`config.mk`:
```
export PLATFORM = sky130hd
export DESIGN_NAME = game_ctl
export DESIGN_NICKNAME = d
export VERILOG_FILES = /design/src/rtl/game_ctl.sv
export SDC_FILE = /design/constraint.sdc
export NUM_CORES = 1
export LEC_CHECK = 0
export BUFFER_PORTS_ARGS = -buffer_cell sky130_fd_sc_hd__buf_2
export CAP_MARGIN = 0
export CORE_UTILIZATION = 45
export DETAILED_ROUTE_END_ITERATION = 7
export PLACE_DENSITY_LB_ADDON = 0.25
export SLEW_MARGIN = 10
export SYNTH_ARGS = -nofsm -noshare
export SYNTH_HDL_FRONTEND = slang
export SYNTH_SLANG_ARGS = --single-unit
```
`constraint.sdc`:
```
create_clock -name pclk -period 2.8 [get_ports pclk]
set_clock_uncertainty 0.1 [all_clocks]
set_input_delay 0 -clock pclk [delete_from_list [all_inputs] [get_ports pclk]]
set_output_delay 0 -clock pclk [all_outputs]
set_load 0.005 [all_outputs]
```
`src/rtl/game_ctl.sv`:
```
// Tic-tac-toe game-state controller: turns synchronised mouse clicks into board
// moves, alternates turns, and reports win / draw results for the cell painters.
module game_ctl (
    input  logic        pclk,
    input  logic        rst,
    input  logic [11:0] xpos,
    input  logic [11:0] ypos,
    input  logic        mouse_left,
    input  logic        new_game,
    output logic [8:0]  board_x,
    output logic [8:0]  board_o,
    output logic        turn,
    output logic [3:0]  move_cnt,
    output logic        game_over,
    output logic [1:0]  winner,
    output logic [7:0]  win_line,
    output logic [1:0]  state_dbg
);

    typedef enum logic [1:0] {PLAY = 2'd0, CHECK = 2'd1, OVER = 2'd2} state_e;

    state_e      state_q, state_d;
    logic [2:0]  btn_q, btn_d;
    logic [11:0] x1_q, x2_q, y1_q, y2_q;
    logic        click_q, click_d;
    logic [3:0]  cell_q, cell_d;
    logic [8:0]  board_x_q, board_x_d, board_o_q, board_o_d;
    logic        turn_q, turn_d, game_over_q, game_over_d;
    logic [3:0]  move_cnt_q, move_cnt_d;
    logic [1:0]  winner_q, winner_d;
    logic [7:0]  win_line_q, win_line_d;

    logic        col_ok, row_ok, occupied;
    logic [1:0]  col, row;
    logic [8:0]  cell_bit;
    logic [7:0]  lines;

    function automatic logic [7:0] lines_of(input logic [8:0] b);
        lines_of[0] = b[0] & b[1] & b[2];
        lines_of[1] = b[3] & b[4] & b[5];
        lines_of[2] = b[6] & b[7] & b[8];
        lines_of[3] = b[0] & b[3] & b[6];
        lines_of[4] = b[1] & b[4] & b[7];
        lines_of[5] = b[2] & b[5] & b[8];
        lines_of[6] = b[0] & b[4] & b[8];
        lines_of[7] = b[2] & b[4] & b[6];
    endfunction

    // btn_q[0..2] = sync1, sync2, sync3; coordinates ride alongside sync1/sync2.
    always_comb begin
        btn_d = {btn_q[1:0], mouse_left};

        col_ok = 1'b1;
        col    = 2'd0;
        if (x2_q <= 12'd338)                          col = 2'd0;
        else if (x2_q >= 12'd344 && x2_q <= 12'd679)  col = 2'd1;
        else if (x2_q >= 12'd685 && x2_q <= 12'd1023) col = 2'd2;
        else                                          col_ok = 1'b0;

        row_ok = 1'b1;
        row    = 2'd0;
        if (y2_q <= 12'd251)                          row = 2'd0;
        else if (y2_q >= 12'd259 && y2_q <= 12'd507)  row = 2'd1;
        else if (y2_q >= 12'd515 && y2_q <= 12'd767)  row = 2'd2;
        else                                          row_ok = 1'b0;

        click_d = btn_q[1] & ~btn_q[2] & col_ok & row_ok;
        cell_d  = 4'(row) * 4'd3 + 4'(col);
    end

    always_comb begin
        state_d     = state_q;
        board_x_d   = board_x_q;
        board_o_d   = board_o_q;
        turn_d      = turn_q;
        move_cnt_d  = move_cnt_q;
        game_over_d = game_over_q;
        winner_d    = winner_q;
        win_line_d  = win_line_q;

        cell_bit = 9'd1 << cell_q;
        occupied = |((board_x_q | board_o_q) & cell_bit);
        lines    = lines_of(turn_q ? board_o_q : board_x_q);

        case (state_q)
            PLAY: begin
                if (click_q && !occupied) begin
                    if (turn_q) board_o_d = board_o_q | cell_bit;
                    else        board_x_d = board_x_q | cell_bit;
                    move_cnt_d = move_cnt_q + 4'd1;
                    state_d    = CHECK;
                end
            end
            CHECK: begin
                if (|lines) begin
                    win_line_d  = lines;
                    winner_d    = turn_q ? 2'b10 : 2'b01;
                    game_over_d = 1'b1;
                    state_d     = OVER;
                end else if (move_cnt_q == 4'd9) begin
                    winner_d    = 2'b11;
                    game_over_d = 1'b1;
                    state_d     = OVER;
                end else begin
                    turn_d  = ~turn_q;
                    state_d = PLAY;
                end
            end
            OVER:    state_d = OVER;
            default: state_d = PLAY;
        endcase

        // A new game overrides any move or evaluation in the same cycle.
        if (new_game) begin
            state_d     = PLAY;
            board_x_d   = 9'd0;
            board_o_d   = 9'd0;
            turn_d      = 1'b0;
            move_cnt_d  = 4'd0;
            game_over_d = 1'b0;
            winner_d    = 2'b00;
            win_line_d  = 8'd0;
        end
    end

    always_ff @(posedge pclk or negedge rst) begin
        if (!rst) begin
            btn_q       <= 3'b111;
            x1_q        <= '0;
            x2_q        <= '0;
            y1_q        <= '0;
            y2_q        <= '0;
            click_q     <= 1'b0;
            cell_q      <= '0;
            state_q     <= PLAY;
            board_x_q   <= '0;
            board_o_q   <= '0;
            turn_q      <= 1'b0;
            move_cnt_q  <= '0;
            game_over_q <= 1'b0;
            winner_q    <= 2'b00;
            win_line_q  <= '0;
        end else begin
            btn_q       <= btn_d;
            x1_q        <= xpos;
            x2_q        <= x1_q;
            y1_q        <= ypos;
            y2_q        <= y1_q;
            click_q     <= click_d;
            cell_q      <= cell_d;
            state_q     <= state_d;
            board_x_q   <= board_x_d;
            board_o_q   <= board_o_d;
            turn_q      <= turn_d;
            move_cnt_q  <= move_cnt_d;
            game_over_q <= game_over_d;
            winner_q    <= winner_d;
            win_line_q  <= win_line_d;
        end
    end

    assign board_x   = board_x_q;
    assign board_o   = board_o_q;
    assign turn      = turn_q;
    assign move_cnt  = move_cnt_q;
    assign game_over = game_over_q;
    assign winner    = winner_q;
    assign win_line  = win_line_q;
    assign state_dbg = state_q;

endmodule

```
Yosys cells after proc, flatten, opt, wreduce, memory -nomap -nowiden:

Index checks and enable logic that the tools add are counted.

* $add $sub $neg: 2
* multipliers: 1
* divide/modulo/power cells: 0
* magnitude comparators: 10
* equality and inequality tests: 7
* shift operators: 1
* muxes and demuxes: 45
* bitwise operators: 25
* reductions and logical operators: 21

Operator list (count)
* 9-bit two-way mux: 9
* 12-bit by 10-bit less-or-equal comparator with 1-bit output, second input constant: 3
* 2-bit two-way mux: 15
* 9-bit OR: 3
* 12-bit by 10-bit greater-or-equal comparator with 1-bit output, second input constant: 2
* 12-bit by 9-bit greater-or-equal comparator with 1-bit output, second input constant: 2
* 12-bit by 9-bit less-or-equal comparator with 1-bit output, second input constant: 2
* 8-bit two-way mux: 3
* 1-bit AND: 19
* 1-bit two-way mux: 14
* 12-bit by 8-bit less-or-equal comparator with 1-bit output, second input constant: 1
* 4-bit two-way mux: 3
* 2-bit nonzero test: 5
* 9-bit AND: 1
* 3-bit AND reduction: 3
* 9-bit OR reduction: 1
* 1-bit by 4-bit << shifter with 9-bit output, first input constant: 1
* 8-bit OR reduction: 1
* 2-bit inequality test, second input constant: 3
* 2-bit case mux with 3 select lines: 1
* 2-bit AND reduction: 3
* 1-bit logical AND: 5
* 4-bit by 1-bit adder with 4-bit output, second input constant: 1
* 4-bit by 2-bit adder with 4-bit output: 1
* other kinds (9): 10

* register bits after elaboration: 92
* bits in latches: 0
* memory bits (writable): 0
* memory bits (read-only): 0
* input port bits: 28
* output and inout port bits: 36
* logic and storage cells: 127
* memories kept: 0

Depth between registers and ports, before layout:

* depth after elaboration: 8
* gate-level depth with buffers: 10

Worst setup path after synthesis:

No wires, ideal clock.

* path type: register -> register
* start point: register y2_q[7]
* end point: register cell_q[2]
* library setup time: 0.114 ns
* data arrival time: 2.880 ns
* required time: 2.586 ns
* slack: -0.294 ns
* cell stages (with the launch flop): 11
* period minus slack after synthesis: 3.094 ns
* path through: dfrtp_1 or4_1 a2111oi_0 nor3_1 nand3b_1 fa_1 inv_1 ha_1 inv_1 fa_1 inv_1

* longest elaborated chain between the ends: 7

Ends and longest elaborated chain
* start, declared: line 24 `logic [11:0] x1_q, x2_q, y1_q, y2_q;`
* start signal, assigned: line 148 `y2_q <= y1_q;`
* 12-bit by 10-bit greater-or-equal comparator with 1-bit output / 12-bit by 10-bit less-or-equal comparator with 1-bit output (equally long branches): line 64 `else if (y2_q >= 12'd515 && y2_q <= 12'd767) row = 2'd2;`
* 1-bit logical AND: line 64
* 2-bit two-way mux: line 64
* 2-bit two-way mux: line 63 `else if (y2_q >= 12'd259 && y2_q <= 12'd507) row = 2'd1;`
* 2-bit two-way mux (*): line 62 `if (y2_q <= 12'd251) row = 2'd0;`
* 2-bit by 2-bit multiplier with 4-bit output (*): line 68 `cell_d = 4'(row) * 4'd3 + 4'(col);`
* 4-bit by 2-bit adder with 4-bit output (*): line 68
* via cell_d[2]: line 26 `logic [3:0] cell_q, cell_d;`
* end signal, assigned: line 150 `cell_q <= cell_d;`
* end, declared: line 26

Mark *: on every way through the listed nets, which the timed path passes. The rest lies on a longest branch.
A chain may end at the register's enable or synchronous reset.

Worst setup path in the final report:

Same ends and word-level chain as after synthesis.

==> metrics.yaml <==
status: "finished clean"
ys_ff_latch: 92
synth_cell_type_count: 53
initial_utilization_pct: 47.18
die_area_mm2: 0.008552
layout-drive-gt1-share_pct: 28.28
yosys_most_used_dff: "dfrtp_1"
post_synth_inst_count: 292
p_int_mw: 1.775
antenna_found_initial: 0
slew_headroom_pct: 49.80
power_frac_seq_pct: 59.0
diodes: 0
dr.pass1.iters: 4
period_share_pct: 98.19
nNetsFinal: 425
p_leak_nw: 2.071
mostFrequentLayoutCell: "dfrtp_1"
drc: 0
hold_violations: 0
track_usage_pct: 18.78
cts.path.max_buffers: 2
critPathLaunchType: "flop"
layout.cells.most_common_list: "89 x dfrtp_1, 62 x buf_2, 41 x inv_1"
place_congestion: 0.8346
period_needed_ns: 2.749
arrival_ns: 2.92
slew_viol_final: 0
vdd_drop_max_v: 0.0004283
fin_util_pct: 59.12
async_flop_share_pct: 100.0
hp-class: "input pin to flop"
power_frac_comb_pct: 5.3
route.antenna.remaining_nets: 0
p_clk_share_pct: 35.7
seq_area_frac_synth_pct: 62.60
fin_tns_setup_ns: 0
max_stage_delay_ns: 0.54
rows: 32
crit_type: "flop to flop"
yosysWarnings: 0
die_w_um: 92.48
io_pins: 64
h-tree-depth: 3
critPathMaxFanout: 2
switching_power_uw: 586.1
insertion_delay_ns: 0.36
cts-root-buf: "clkbuf_8"
synth-edff-count: 0
drtIter0Drc: 156
area_delta_synth_final_pct: 25.31
crit_path_end_kind: "flop"
syn_area_mm2: 0.003684
cts_made_buffers: 9
routedWlPerCell_um: 14.48
gr-total-overflow: 0
cp_slowest_cell: "or4_4"
worst_slew_pin_slew_ns: 0.7529
grt_pass1_wl_um: 12250
finalNonFillerCells: 498
grt_pass1_vias: 2572
cellPowerDensity_mw_per_mm2: 511.5
syn_area_per_cell_um2: 12.61
required_ns: 2.97
rsz0062_at_grt: "yes"
die-height_um: 92.48
grt_max_degree: 60
p_total_mw: 2.361
crit_top_cell: "inv_1"
dp_cells: 455
port_buffers: 63
core_mm2: 0.007807
viasPerCell: 5.265
tritoncts: "built"
setup_violations: 0
swShare_pct: 24.83
hpwl_um: 4802
max_freq_mhz: 363.7
wl_um: 7212
drv_cap: 0
cp_cell_sequence: "or4_4 -> a2111oi_4 -> nor3_2 -> nand3b_1 -> fa_1 -> inv_1 -> ha_1 -> inv_1 -> fa_1 -> inv_1"
clock-sinks: 92
cts.clk_slew.worst_paths_ns: 0.11
vias: 2622
syn-num-nets: 326
[flip-flops by register name, summed over array words and instances, names as in the netlist, 2 cells and up]
register,cells
x1_q,12
x2_q,12
y1_q,12
y2_q,12
board_o,9
board_x,9
win_line,8
cell_q,4
move_cnt,4
btn_q,3
state_dbg,2
winner,2
[synth_stat cells (4+ instances only)]
cell type  count  area [um^2]
nor2_1        17        63.81
a31oi_1        5        31.28
dfrtp_1       89         2227
a21o_1         5        37.54
or3_1          5        31.28
inv_1         41        153.9
clkbuf_1       7        26.28
nor2b_1        5        31.28
a21oi_1        9        45.04
o22ai_1       10        62.56
o32ai_1       11        96.34
ha_1           4        50.05
o32ai_2        9        146.4
nor3_1         4        20.02
nand4_1        5        31.28
nand3_1        4        20.02
[cells by family (layout without fill, tap and decap cells)]
kind of cell | Yosys count | count (layout) | synth area share (%)
buf+inv | 52 | 156 | 6.250
simple gates | 68 | 68 | 11.58
compound gates | 69 | 69 | 15.66
mux | 5 | 5 | 1.461
fa+ha+maj | 6 | 6 | 2.446
flops | 92 | 92 | 62.60
[worst paths after layout]
path	startpoint	end	slack, ns	cells past startpoint
min in group asynchronous	rst	board_o[4]	0.14	2
max in group asynchronous	rst	btn_q[2]	1.73	3
max reg2reg	y2_q[7]	cell_q[2]	0.05	10
min	new_game	board_x[1]	0.11	2
max	y2_q[7]	cell_q[2]	0.05	10
min reg2reg	y1_q[1]	y2_q[1]	0.25	0
[power by group through the flow]
stage | logic (mW) | registers, mW | clock network (mW)
2_1_floorplan | 0.0419 | 1.41 | 0
5_1_grt | 0.140 | 1.40 | 0.929
4_1_cts | 0.126 | 1.39 | 0.866
3_3_place_gp | 0.0954 | 1.42 | 0
3_5_place_dp | 0.0975 | 1.42 | 0
6_report | 0.124 | 1.39 | 0.843
[area by class of cell]
cell class,count,area (um^2)
Multi-Input combinational cell,148,1175
Clock inverter,7,63.81
Timing Repair Buffer,99,665.6
Tap cell,102,127.6
Fill cell,686,3192
Inverter,41,153.9
Clock buffer,9,123.9
Sequential cell,92,2306
[worst max-delay path: cells and delay by family, from the launching register on]
family	cells	cell delay [ns]
simple gates	3	0.76
compound gates	1	0.24
flops	1	0.39
fa+ha+maj	3	1.04
buf+inv	3	0.15
[repair_timing]
item	in CTS	in global routing
pin swaps	1	2
setup buffers	1	0
cloned	0	0
endpoints found under the setup margin	1	1
resized for setup	1	1
endpoints found under the hold margin	83	0
hold buffers	26	0
[metal layers]
metal,up-vias,routed length (um),track usage [%]
li1,1255,-,-
met1,1268,3187,24.46
met3,13,356,3.941
met5,-,0,0
met2,86,3527,30.12
met4,0,140,8.724
[metrics by stage]
stage | instance area (um^2) | hold slack (ns) | setup slack [ns]
finish | 4616 | 0.1069 | 0.05069
global route | 4616 | 0.1287 | -0.1009
CTS | 4611 | 0.08829 | 0.01713
detailed placement | 4151 | 0.007517 | -0.01133
global placement | 4151 | 0.004910 | 0.06506
floorplan | 3702 | -0.3956 | 0.03492
No activity file was read; power rests on OpenSTA's default activity.
